$ cat src/rtl/trap_pkg.sv
// trap_pkg: state encoding, trap_type codes and mcause values shared by the trap controller.
package trap_pkg;

    typedef enum logic [2:0] {
        IDLE     = 3'd0,
        FLUSH    = 3'd1,
        REDIRECT = 3'd2,
        HANDLER  = 3'd3,
        RETURN   = 3'd4,
        HALT     = 3'd5
    } state_t;

    localparam logic [2:0] TRAP_NONE    = 3'd0;
    localparam logic [2:0] TRAP_LSAF    = 3'd1;
    localparam logic [2:0] TRAP_ILLEGAL = 3'd2;
    localparam logic [2:0] TRAP_IAF     = 3'd3;

    localparam int unsigned CAUSE_IAF     = 1;
    localparam int unsigned CAUSE_ILLEGAL = 2;
    localparam int unsigned CAUSE_LAF     = 5;

endpackage

$ cat src/rtl/trap_controller_if.sv
// trap_controller_if: trap-detection inputs and pipeline control outputs of the trap controller.
interface trap_controller_if #(
    parameter int XLEN = 64
);
    logic [2:0]      trap_type;
    logic [XLEN-1:0] mepc_in;
    logic [XLEN-1:0] mtvec_addr;
    logic            mret;
    logic            flush_if;
    logic            flush_id;
    logic            flush_ex;
    logic            flush_mem;
    logic            stall_pc;
    logic            redirect_valid;
    logic [XLEN-1:0] redirect_pc;
    logic            in_trap;
    logic            halted;
    logic [XLEN-1:0] mcause_q;
    logic [XLEN-1:0] mepc_q;

    modport slave (
        input  trap_type, mepc_in, mtvec_addr, mret,
        output flush_if, flush_id, flush_ex, flush_mem, stall_pc,
               redirect_valid, redirect_pc, in_trap, halted, mcause_q, mepc_q
    );

    modport master (
        output trap_type, mepc_in, mtvec_addr, mret,
        input  flush_if, flush_id, flush_ex, flush_mem, stall_pc,
               redirect_valid, redirect_pc, in_trap, halted, mcause_q, mepc_q
    );
endinterface

$ cat src/rtl/trap_cause_map.sv
// trap_cause_map: maps a trap_type code to its mcause value; reserved codes read as illegal instruction.
module trap_cause_map
    import trap_pkg::*;
#(
    parameter int XLEN = 64
) (
    input  logic [2:0]      trap_type,
    output logic [XLEN-1:0] cause
);
    always_comb cause = (trap_type == TRAP_LSAF) ? XLEN'(CAUSE_LAF) :
                        (trap_type == TRAP_IAF)  ? XLEN'(CAUSE_IAF) : XLEN'(CAUSE_ILLEGAL);
endmodule

$ cat src/rtl/trap_controller.sv
// trap_controller: trap FSM driving stage flushes, fetch redirect and the mcause/mepc CSRs.
// Defining TRAP_CONTROLLER_COUNT_EN adds saturating per-cause trap counters.
module trap_controller
    import trap_pkg::*;
#(
    parameter int FLUSH_CYCLES = 2,
    parameter int XLEN = 64
) (
    input  logic clk,
    input  logic rst,
    trap_controller_if.slave tif
`ifdef TRAP_CONTROLLER_COUNT_EN
    ,
    output logic [31:0] trap_count_load,
    output logic [31:0] trap_count_illegal,
    output logic [31:0] trap_count_inst
`endif
);
    localparam logic [3:0] CNT_INIT = 4'(FLUSH_CYCLES - 1);

    state_t          state_q, state_d;
    logic [3:0]      cnt_q;
    logic [XLEN-1:0] target_q, mcause_r, mepc_r, cause;
    logic            take;

    assign take         = (state_q == IDLE) && (tif.trap_type != TRAP_NONE);
    assign tif.mcause_q = mcause_r;
    assign tif.mepc_q   = mepc_r;

    trap_cause_map #(.XLEN(XLEN)) u_cause (
        .trap_type (tif.trap_type),
        .cause     (cause)
    );

    always_ff @(posedge clk) begin
        if (rst) begin
            state_q  <= IDLE;
            cnt_q    <= '0;
            target_q <= '0;
            mcause_r <= '0;
            mepc_r   <= '0;
        end else begin
            state_q <= state_d;
            if (take) begin
                cnt_q    <= CNT_INIT;
                target_q <= tif.mtvec_addr;
                mcause_r <= cause;
            end else if (state_q == FLUSH && cnt_q != 4'd0) begin
                cnt_q <= cnt_q - 4'd1;
            end
            // mepc arrives registered, so it is valid only in the first flush cycle
            if (state_q == FLUSH && cnt_q == CNT_INIT)
                mepc_r <= tif.mepc_in;
        end
    end

    always_comb begin
        state_d            = state_q;
        tif.flush_if       = 1'b0;
        tif.flush_id       = 1'b0;
        tif.flush_ex       = 1'b0;
        tif.flush_mem      = 1'b0;
        tif.stall_pc       = 1'b0;
        tif.redirect_valid = 1'b0;
        tif.redirect_pc    = '0;
        tif.in_trap        = 1'b0;
        tif.halted         = 1'b0;
        case (state_q)
            IDLE: state_d = take ? FLUSH : IDLE;
            FLUSH: begin
                {tif.flush_if, tif.flush_id, tif.flush_ex, tif.flush_mem, tif.stall_pc} = '1;
                state_d = (cnt_q == 4'd0) ? REDIRECT : FLUSH;
            end
            REDIRECT: begin
                tif.redirect_valid = 1'b1;
                tif.redirect_pc    = target_q;
                tif.flush_if       = 1'b1;
                state_d            = HANDLER;
            end
            HANDLER: begin
                tif.in_trap = 1'b1;
                // a second trap inside the handler is a double fault, even alongside mret
                state_d = (tif.trap_type != TRAP_NONE) ? HALT : tif.mret ? RETURN : HANDLER;
            end
            RETURN: begin
                tif.redirect_valid = 1'b1;
                tif.redirect_pc    = mepc_r;
                tif.flush_if       = 1'b1;
                tif.flush_id       = 1'b1;
                tif.in_trap        = 1'b1;
                state_d            = IDLE;
            end
            HALT: {tif.flush_if, tif.flush_id, tif.flush_ex, tif.flush_mem, tif.stall_pc, tif.halted} = '1;
            default: state_d = IDLE;
        endcase
    end

`ifdef TRAP_CONTROLLER_COUNT_EN
    always_ff @(posedge clk) begin
        if (rst) begin
            trap_count_load    <= '0;
            trap_count_illegal <= '0;
            trap_count_inst    <= '0;
        end else if (take) begin
            if (tif.trap_type == TRAP_LSAF && trap_count_load != '1)
                trap_count_load <= trap_count_load + 32'd1;
            if (tif.trap_type == TRAP_IAF && trap_count_inst != '1)
                trap_count_inst <= trap_count_inst + 32'd1;
            if (tif.trap_type != TRAP_LSAF && tif.trap_type != TRAP_IAF && trap_count_illegal != '1)
                trap_count_illegal <= trap_count_illegal + 32'd1;
        end
    end
`endif
endmodule

$ cat src/flat_wrapper.sv
// flat-port wrapper written by rule: the top's interface ports become plain ports
module trap_controller_flat import trap_pkg::*;
#(
    parameter int FLUSH_CYCLES = 2,
    parameter int XLEN = 64
)
  (clk, rst, tif_trap_type, tif_mepc_in, tif_mtvec_addr, tif_mret, tif_flush_if, tif_flush_id, tif_flush_ex, tif_flush_mem, tif_stall_pc, tif_redirect_valid, tif_redirect_pc, tif_in_trap, tif_halted, tif_mcause_q, tif_mepc_q);
  trap_controller_if #(.XLEN(XLEN)) tif_i ();
  input  logic clk;
  input  logic rst;
  input wire logic [$bits(tif_i.trap_type)-1:0] tif_trap_type;
  input wire logic [$bits(tif_i.mepc_in)-1:0] tif_mepc_in;
  input wire logic [$bits(tif_i.mtvec_addr)-1:0] tif_mtvec_addr;
  input wire logic [$bits(tif_i.mret)-1:0] tif_mret;
  output wire logic [$bits(tif_i.flush_if)-1:0] tif_flush_if;
  output wire logic [$bits(tif_i.flush_id)-1:0] tif_flush_id;
  output wire logic [$bits(tif_i.flush_ex)-1:0] tif_flush_ex;
  output wire logic [$bits(tif_i.flush_mem)-1:0] tif_flush_mem;
  output wire logic [$bits(tif_i.stall_pc)-1:0] tif_stall_pc;
  output wire logic [$bits(tif_i.redirect_valid)-1:0] tif_redirect_valid;
  output wire logic [$bits(tif_i.redirect_pc)-1:0] tif_redirect_pc;
  output wire logic [$bits(tif_i.in_trap)-1:0] tif_in_trap;
  output wire logic [$bits(tif_i.halted)-1:0] tif_halted;
  output wire logic [$bits(tif_i.mcause_q)-1:0] tif_mcause_q;
  output wire logic [$bits(tif_i.mepc_q)-1:0] tif_mepc_q;
  assign tif_i.trap_type = tif_trap_type;
  assign tif_i.mepc_in = tif_mepc_in;
  assign tif_i.mtvec_addr = tif_mtvec_addr;
  assign tif_i.mret = tif_mret;
  assign tif_flush_if = tif_i.flush_if;
  assign tif_flush_id = tif_i.flush_id;
  assign tif_flush_ex = tif_i.flush_ex;
  assign tif_flush_mem = tif_i.flush_mem;
  assign tif_stall_pc = tif_i.stall_pc;
  assign tif_redirect_valid = tif_i.redirect_valid;
  assign tif_redirect_pc = tif_i.redirect_pc;
  assign tif_in_trap = tif_i.in_trap;
  assign tif_halted = tif_i.halted;
  assign tif_mcause_q = tif_i.mcause_q;
  assign tif_mepc_q = tif_i.mepc_q;
  trap_controller #(.FLUSH_CYCLES(FLUSH_CYCLES), .XLEN(XLEN)) u_core (.clk(clk), .rst(rst), .tif(tif_i));
endmodule
$ cat config.mk
export PLATFORM = sky130hd
export DESIGN_NAME = trap_controller_flat
export DESIGN_NICKNAME = d
export VERILOG_FILES = /design/src/rtl/trap_pkg.sv /design/src/rtl/trap_controller_if.sv /design/src/rtl/trap_cause_map.sv /design/src/rtl/trap_controller.sv /design/src/flat_wrapper.sv
export SDC_FILE = /design/constraint.sdc
export NUM_CORES = 1
export LEC_CHECK = 0
export CAP_MARGIN = 30
export CORE_MARGIN = 5
export CORE_UTILIZATION = 43
export DETAILED_ROUTE_END_ITERATION = 10
export HOLD_SLACK_MARGIN = 0.02
export PLACE_DENSITY = 0.95
export SLEW_MARGIN = 20
export SYNTH_ARGS = -nofsm -noshare
export SYNTH_HDL_FRONTEND = slang
export SYNTH_SLANG_ARGS = --single-unit
export TNS_END_PERCENT = 50
$ cat constraint.sdc
create_clock -name clk -period 3.5 [get_ports clk]
set_input_delay 0.7 -clock clk [delete_from_list [all_inputs] [get_ports clk]]
set_output_delay 0.7 -clock clk [all_outputs]
set_load 0.05 [all_outputs]
==> summary.md <==
| Metric | Value |
|---|---|
| Min Clock Period, post-route | 3280 ps |
| Area fraction in and, or, nand and nor cells after synthesis | 13.1% |
| Number of enable flip-flop cells after synthesis | 0 |
| Number of clock buffers inserted by TritonCTS | 17 |
| Pwr Density | 770 nW/um^2 |
| Worst-margin pin slew | 757 ps |
| Number of antenna violations at the first check in global routing | 0 |
| Synth unique cells | 41 |
| Worst endpoint required time | 2800 ps |
| Critical Path, Cell by Cell | nor3b_2, buf_12, a22o_1, clkdlybuf4s50_1 |
| Floorplan die height | 133 um |
| CTS hold repair buffers | 0 |
| Chip Width | 133 um |
| Sequential area share after synthesis | 42.5% |
| Flop and latch count out of synthesis | 138 |
| Number of routed nets with antenna violations | 0 |
| Post-synthesis adder-cell area fraction | 0.385% |
| First-pass GRT wire length | 35.5 mm |
| Number of cells produced by synthesis | 797 |
| Number of placed I/O pins | 334 |
| Parity-gate share of the synthesized area counting xor and xnor cells | 0.135% |
| Relative slew slack | 49.5% |
| Crit path DAT | 2580 ps |
| Outcome | finished clean |
| Final setup violating endpoints | 0 |
| Total routing resource utilization after global routing | 24.6% |
| Max stage delay cell, worst path | clkdlybuf4s50_1 |
| Worst-case vdd ir drop | 0.467 mV |
| Starting Density | 43.2% |
| Worst setup SP type | flip-flop |
| Vias | 7036 |
| Async SR Flop Fraction | 0% |
| Crit path max fanout | 66 |
| Critical path buffer and inverter count | 2 |
| Rows | 45 |
| Clock transition at the register clock pins on the worst setup and hold paths after CTS | 50 ps |
| Multiplexer share of the synthesized area | 0.154% |
| Synthesis Warnings | 0 |
| TritonCTS clock tree | done |
| Maximum achievable frequency | 0.304 GHz |
| CTS Buffer Depth | 2 |
| Buffer count from post-CTS setup fixing | 0 |
| Wirelength, routed | 23.2 mm |
| Insertion delay of the later-clocked pin in the worst-skew pair | 400 ps |
| Htree depth | 4 |
| Average routed wire per standard cell | 19.1 um |
| DRC viols | 0 |
| Final-report hold violation count | 0 |
| Setup TNS Final | 0 ps |
| Endpoint class of the critical path | output pin |
| Flip-flop cell with the highest count after synthesis | dfxtp_1 |
| Detailed Route Iter0 Violations | 519 |
| Share of the synthesized area in compound gates (AO/OA/AOI/OAI) | 30.6% |
| Number of sinks handled by clock tree synthesis | 138 |
| Layout overhead on the synthesized area | 48.0% |
| Standard cell core area | 15000 sq um |
| Total design power | 0.00740 W |
| Kind of cell adding the most delay to the critical path | buffers and inverters |
| Mapped cell area | 6490 sq um |
| Worst Skew | 6.25 ps |
| Maximum number of pins on one net before global-route repair | 67 |
| Final period util | 93.9% |
| Grt total ovfl | 0 |
| Max-cap viol count | 0 |
| Most common cell after layout, fill and taps aside | clkdlybuf4s50_1 |
| Layout cell share with drive strength beyond 1 | 9.93% |
| Largest family of logic cells by synthesized area | compound AO/OA/AOI/OAI gates |
| Area of the die | 17700 sq um |
| Worst path max stage delay | 820 ps |
| Number of slew-limit violations in the final report | 0 |
| Placed wire-length estimate after detailed placement | 15.5 mm |
| Post-synthesis average cell area | 8.15 sq um |
| Number of nets in the finished design | 1150 |
| Master cell of the clock root buffer | clkbuf_16 |
| Number of global-route vias before repair | 6748 |
| Worst hold path type | flip-flop to flip-flop |
| CP Class | flip-flop to output pin |
| Post-CTS Resized | 0 |
| Routability congestion estimate from global placement | 0.826 |
| Unrepaired setup endpoints after global routing | false |
| Via/cell ratio | 5.79 |
| Post-Route Hold Slack | 474 ps |
| Top library cells by usage in the layout, fill and taps aside | clkdlybuf4s50_1, dfxtp_1, a21oi_1, nand3_1, o21ai_0 |
| Leakage | 3.57 nW |
| Length of the first detailed-routing pass in iterations | 5 |
| I/O Buffers | 272 |
| Number of diodes added for antenna fixing | 0 |
==> state kept, by name, summed over array words and instances (netlist names) <==
name and count:
u_core.target_q 64, u_core.tif.mepc_q 64, u_core.state_q 3, u_core.tif.mcause_q 3, u_core.cnt_q 4
==> routing by layer <==
metal | GRT usage, % | part of all wire, % | up-vias
met5 | 0 | 0 | -
met4 | 8.37 | 2.5 | 0
met3 | 6.92 | 9.0 | 51
met2 | 44.0 | 51 | 385
met1 | 28.1 | 38 | 3388
li1 | - | - | 3212
==> logic make-up (layout without fill, tap and decap cells) <==
group                      Yosys count  in the layout
DFF                                138            138
and+or+nand+nor                    159            159
AOI/OAI and AO/OA                  339            339
adders and majority gates            2              2
xor gates and xnor gates             1              1
other                                1             61
buffers and inverters              156            326
muxes                                1              1
==> worst register-to-register path, delay by kind of cell (launching register included) <==
family                 cells  cell delay (ps)
and+or+nand+nor            1              940
AOI/OAI and AO/OA          2              360
buffers and inverters      2              610
DFF                        1              360
==> cells in the mapped netlist (all sizes together), types with 2 or more instances <==
master / instances / share of area [%]
a211oi: 2 / 0.23
a21oi: 132 / 10
a22o: 64 / 8.6
a22oi: 2 / 0.23
buf: 90 / 9.3
clkbuf: 61 / 3.5
dfxtp: 138 / 43
ha: 2 / 0.39
inv: 5 / 0.29
nand3: 130 / 10
nor2: 6 / 0.35
nor3: 4 / 0.39
nor3b: 3 / 0.52
nor4b: 2 / 0.27
o21ai: 129 / 9.9
o41ai: 3 / 0.40
or2: 2 / 0.19
or3: 3 / 0.29
or4b: 2 / 0.31
==> power breakdown <==
part / internal (W) / switching (W) / total [W]
clock: 0.00108 / 0.000677 / 0.00175
sequential: 0.00192 / 0.000250 / 0.00217
combinational: 0.00109 / 0.00240 / 0.00348
total: 0.00408 / 0.00333 / 0.00740
==> cell type report <==
cell class	instances	area, sq um
Fill cell	1234	5420
Tap cell	188	235
Inverter	5	18.8
Timing Repair Buffer	289	2870
Clock buffer	23	498
Clock inverter	9	86.3
Multi-Input combinational cell	563	3140
Sequential cell	138	2760
==> worst paths after layout <==
kind | from | endpoint | slack (ps) | depth (start not counted)
setup / recovery | u_core.state_q[0]$_SDFFE_PP0N_ | tif_redirect_pc[25] | 220 | 4
hold / removal | u_core.target_q[58]$_SDFFE_PP0P_ | u_core.target_q[58]$_SDFFE_PP0P_ | 470 | 2
setup reg to reg | u_core.state_q[2]$_SDFFE_PP0N_ | u_core.tif.mepc_q[18]$_SDFFE_PP0P_ | 1100 | 5
hold reg to reg | u_core.target_q[58]$_SDFFE_PP0P_ | u_core.target_q[58]$_SDFFE_PP0P_ | 470 | 2
==> through the flow <==
step / setup WS, ps / cells / utilization, % / cell area, sq um
3_5_place_dp: 477 / 1183 / 60.0 / 9020
4_1_cts: 26.0 / 1215 / 63.9 / 9610
5_1_grt: 95.1 / 1215 / 63.9 / 9610
2_1_floorplan: 761 / 857 / - / 6720
6_report: 215 / 1215 / 63.9 / 9610
3_3_place_gp: 592 / 1181 / 59.7 / 8970
Note: power is estimated with default switching activity, not from simulation.
==> variant 1: new RTL, config.mk and constraints unchanged <==
The 6 states of `state_t` get a one-hot encoding in 6 bits.
--- a/src/rtl/trap_pkg.sv
+++ b/src/rtl/trap_pkg.sv
@@ -2,11 +2,11 @@
 package trap_pkg;
 
-    typedef enum logic [2:0] {
-        IDLE     = 3'd0,
-        FLUSH    = 3'd1,
-        REDIRECT = 3'd2,
-        HANDLER  = 3'd3,
-        RETURN   = 3'd4,
-        HALT     = 3'd5
+    typedef enum logic [5:0] {
+        IDLE     = 6'b000001,
+        FLUSH    = 6'b000010,
+        REDIRECT = 6'b000100,
+        HANDLER  = 6'b001000,
+        RETURN   = 6'b010000,
+        HALT     = 6'b100000
     } state_t;
 
Formal check against the unedited RTL: same outputs for any inputs over 10 cycles, from zero or initial values and one cycle with rst high; not proved beyond that.
==> variant 1 against the original RTL <==
First-iteration DRC count down 32%; critical endpoint is now tif_flush_if; wire length down 6.7%; setup slack better by 0.068 ns; area after synthesis is 4.9% lower; largest cell class is now buffers; highest routed layer unchanged; design area rose by 4.7%; maximum frequency is 2.1% higher; sequential cell count up 3; core utilization is 8.0 points higher; hold slack got worse by 0.021 ns.
Power is not compared: it rests on default switching activity, and its combinational part moved more than twofold at a synthesized area within 25%.
==> variant 1: results (changes against the original RTL) <==
Run status: finished clean (unchanged)
Number of fillers in the final layout: 935 (was 1234)
Slew HR: 0.463 (was 0.495)
Post-Layout Inst Area: 10100 um^2 (was 9610 um^2)
Placed inst area: 9450 um^2 (was 9020 um^2)
Synth top cells by count: 259 x nand2_1, 141 x dfxtp_1, 132 x a21oi_1 (was 138 x dfxtp_1, 132 x a21oi_1, 130 x nand3_1)
Worst R2R Start: u_core.state_q[3] (was u_core.state_q[2])
Placed Cells: 1185 (was 1183)
Via density: 5.19 (was 5.79)
Global-route wire length before repair: 32.2 mm (was 35.5 mm)
Cells after synthesis: 783 (was 797)
WL per Instance: 17.8 um (was 19.1 um)
Synth top area share: 0.457 (was 0.425)
DP Worst Slack: 0.480 ns (was 0.477 ns)
Synth Flop Type: dfxtp_1 (unchanged)
Num CTS Buffers: 17 (unchanged)
Hold Crit Class: flip-flop to flip-flop (unchanged)
Worst R2R Path Depth: 5 (unchanged)
Fin Clk Skew: 0.0109 ns (was 0.00625 ns)
WL final: 21.7 mm (was 23.2 mm)
Port Buffers: 272 (unchanged)
Post-synthesis cell type count: 42 (was 41)
GP Congestion: 0.817 (was 0.826)
Ys async rst share: 0 (unchanged)
Starting DRT DRC Count: 353 (was 519)
Max FO, Critical Path: 30 (was 66)
Total GRT Usage: 0.244 (was 0.246)
Leak: 3.88 nW
HP Start: u_core.target_q[57] (was u_core.target_q[58])
Vias in the first global route: 6236 (was 6748)
Critical Path AT: 2.52 ns (was 2.58 ns)
Clock slew at reported path FFs: 0.06 ns
Post-DP HPWL: 15.5 mm (about the same)
Crit path from: u_core.state_q[5] (was u_core.state_q[0])
Synth area leaders: dfxtp_1 46%, nand2_1 16%, a21oi_1 11% (was dfxtp_1 43%, a21oi_1 10%, nand3_1 10%)
Share of cells above drive strength 1: 0.122 (was 0.0993)
Largest net degree at the start of global routing: 65 (was 67)
Register area share after synthesis: 0.457 (was 0.425)
==> variant 1: area by class of cell <==
type	count	area share
repair buffers	285	0.352
clock inverters	14	0.0165
multi-input cells	574	0.283
flip-flops and latches	141	0.281
well taps	180	0.0224
inverters	5	0.00187
clock buffers	18	0.0437
==> variant 1: where the power goes <==
part | leakage, nW | internal, mW | switching, mW
sequential | 1.15 | 1.73 | 0.0827
combinational | 2.43 | 0.331 | 0.604
clock | 0.300 | 1.14 | 0.711
total | 3.88 | 3.20 | 1.40
==> variant 1: worst paths after layout <==
check / endpoint / slack (ns)
max reg2reg: u_core.tif.mepc_q[9] / 1.16
min: u_core.target_q[57] / 0.45
min reg2reg: u_core.target_q[57] / 0.45
max: tif_flush_if / 0.28
==> variant 1: kinds of logic (layout without fill, tap and decap cells) <==
| group | after synthesis | after routing | synth area share |
|---|---|---|---|
| AOI/OAI and AO/OA | 212 | 212 | 0.217 |
| xor gates and xnor gates | 2 | 2 | 0.00284 |
| adders and majority gates | 2 | 2 | 0.00405 |
| buffers and inverters | 128 | 322 | 0.121 |
| DFF | 141 | 141 | 0.457 |
| other | 1 | 61 | 0.000607 |
| and+or+nand+nor | 297 | 297 | 0.197 |
==> variant 1: worst max-delay path, cell delays in order (launching register included) <==
cell     delay (ns)
dfxtp_1        0.35
or4_4          0.58
nor3b_2        0.31
buf_4          0.39
or2_2          0.22
or2_2          0.14
buf_12         0.13
==> variant 1: metal layers <==
layer | vias up | part of all wire | GRT usage
li1 | 2987 | - | -
met5 | - | 0 | 0
met3 | 42 | 0.11 | 0.0937
met2 | 342 | 0.51 | 0.430
met1 | 2950 | 0.36 | 0.267
met4 | 0 | 0.027 | 0.0892
==> variant 2: new RTL, config.mk and constraints unchanged <==
Without the edit above. `XLEN` is set to 64 in 4 places; all go to 56.
--- a/src/rtl/trap_controller_if.sv
+++ b/src/rtl/trap_controller_if.sv
@@ -1,5 +1,5 @@
 // trap_controller_if: trap-detection inputs and pipeline control outputs of the trap controller.
 interface trap_controller_if #(
-    parameter int XLEN = 64
+    parameter int XLEN = 56
 );
     logic [2:0]      trap_type;
--- a/src/rtl/trap_cause_map.sv
+++ b/src/rtl/trap_cause_map.sv
@@ -3,5 +3,5 @@
     import trap_pkg::*;
 #(
-    parameter int XLEN = 64
+    parameter int XLEN = 56
 ) (
     input  logic [2:0]      trap_type,
--- a/src/rtl/trap_controller.sv
+++ b/src/rtl/trap_controller.sv
@@ -5,5 +5,5 @@
 #(
     parameter int FLUSH_CYCLES = 2,
-    parameter int XLEN = 64
+    parameter int XLEN = 56
 ) (
     input  logic clk,
--- a/src/flat_wrapper.sv
+++ b/src/flat_wrapper.sv
@@ -3,5 +3,5 @@
 #(
     parameter int FLUSH_CYCLES = 2,
-    parameter int XLEN = 64
+    parameter int XLEN = 56
 )
   (clk, rst, tif_trap_type, tif_mepc_in, tif_mtvec_addr, tif_mret, tif_flush_if, tif_flush_id, tif_flush_ex, tif_flush_mem, tif_stall_pc, tif_redirect_valid, tif_redirect_pc, tif_in_trap, tif_halted, tif_mcause_q, tif_mepc_q);
Interface: changed (5 resized); port bits go from 334 to 294. No check against the original RTL was run, so the function may have changed too.
==> variant 2 against the original RTL <==
Area after synthesis shrank 11%; sequential cell count down 16; critical path type unchanged; clock skew barely moved; sequential power down 11%; count of clock-buffer cells in the layout fell by 4; non-clock buffer count down 34; wire length shrank 7.9%; global-route usage increased by 1.1 points; setup slack better by 0.23 ns; power down 8.6%; design area is 6.0% lower; clock power decreased by 5%.
==> variant 2: results (changes against the original RTL) <==
Post-DP HPWL: 14.5 mm (was 15.5 mm)
Share of cells above drive strength 1: 0.131 (was 0.0993)
Per-instance average area after synthesis: 8.20 um^2 (was 8.15 um^2)
Post-synthesis adder-cell area fraction: 0.00432 (was 0.00385)
Initial antenna violation count: 1 (was 0)
Starting DRT DRC Count: 589 (was 519)
Run status: finished clean (unchanged)
Final #Nets: 1020 (was 1150)
Fin Clk Skew: 0.00604 ns (was 0.00625 ns)
Int Pwr: 3.77 mW (was 4.08 mW)
Synth area leaders: dfxtp_1 42%, a21oi_1 10%, nand3_1 9.9% (was dfxtp_1 43%, a21oi_1 10%, nand3_1 10%)
Final Non-Filler Cells: 1085 (was 1215)
Compound-Gate Fraction of Synth Area: 0.304 (was 0.306)
Slowest stage delay, CP: 0.86 ns (was 0.82 ns)
Register area share after synthesis: 0.422 (was 0.425)
GP Congestion: 0.835 (was 0.826)
Critical Path AT: 2.36 ns (was 2.58 ns)
Max FO, Critical Path: 14 (was 66)
Total GRT Usage: 0.258 (was 0.246)
Detailed-router iteration count before antenna repair: 7 (was 5)
Port Buffers: 240 (was 272)
HP Start: u_core.target_q[21] (was u_core.target_q[58])
Mux contribution to synthesized area: 0.00173 (was 0.00154)
Synth top cells by count: 122 x dfxtp_1, 116 x a21oi_1, 114 x nand3_1 (was 138 x dfxtp_1, 132 x a21oi_1, 130 x nand3_1)
WL per Instance: 19.7 um (was 19.1 um)
Worst skew pair latency: 0.42 ns (was 0.40 ns)
Global-route wire length before repair: 32.9 mm (was 35.5 mm)
Post-synthesis cell type count: 45 (was 41)
variant 2: layout make-up:
| class | instances | share of cell area |
|---|---|---|
| sequential | 122 | 0.270 |
| clock inverter | 9 | 0.0112 |
| tap | 176 | 0.0244 |
| multi-input combinational | 499 | 0.311 |
| clock buffer | 19 | 0.0501 |
| inverter | 5 | 0.00208 |
| timing repair buffer | 255 | 0.331 |
variant 2: how the worst max path moves through the flow:
| stage | from | to | cells after the start |
|---|---|---|---|
| floorplan | u_core.state_q[0] | tif_halted | 6 |
| CTS | u_core.state_q[2] | tif_flush_if | 3 |
| global route | u_core.state_q[2] | tif_flush_if | 3 |
| finish | u_core.state_q[2] | tif_flush_if | 3 |
| global placement | tif_trap_type[0] | u_core.target_q[24] | 5 |
| detailed placement | tif_trap_type[0] | u_core.target_q[10] | 5 |
variant 2: worst min-delay path, cell delays in order (launching register included):
cell     delay, ns
dfxtp_1       0.30
o21ai_0       0.06
a21oi_1       0.06
variant 2: through the flow:
step                hold WS (ns)   util
finish                     0.475  0.682
global route               0.499  0.682
CTS                        0.473  0.682
detailed placement         0.466  0.641
global placement           0.461  0.639
floorplan                  0.454      -
variant 2: metal layers:
layer | global-route usage | vias up | part of all wire
li1 | - | 2858 | -
met1 | 0.292 | 2965 | 0.36
met2 | 0.441 | 384 | 0.50
met3 | 0.0703 | 60 | 0.097
met4 | 0.137 | 2 | 0.040
met5 | 0 | - | 0.00033
variant 2: power by group through the flow:
stage	sequential [mW]	clock (mW)	combinational, mW
after floorplan	2.22	0	1.79
after global placement	1.94	0	3.03
after detailed placement	1.95	0	3.13
after CTS	1.93	1.70	3.15
after global routing	1.97	1.75	3.35
final	1.93	1.67	3.16
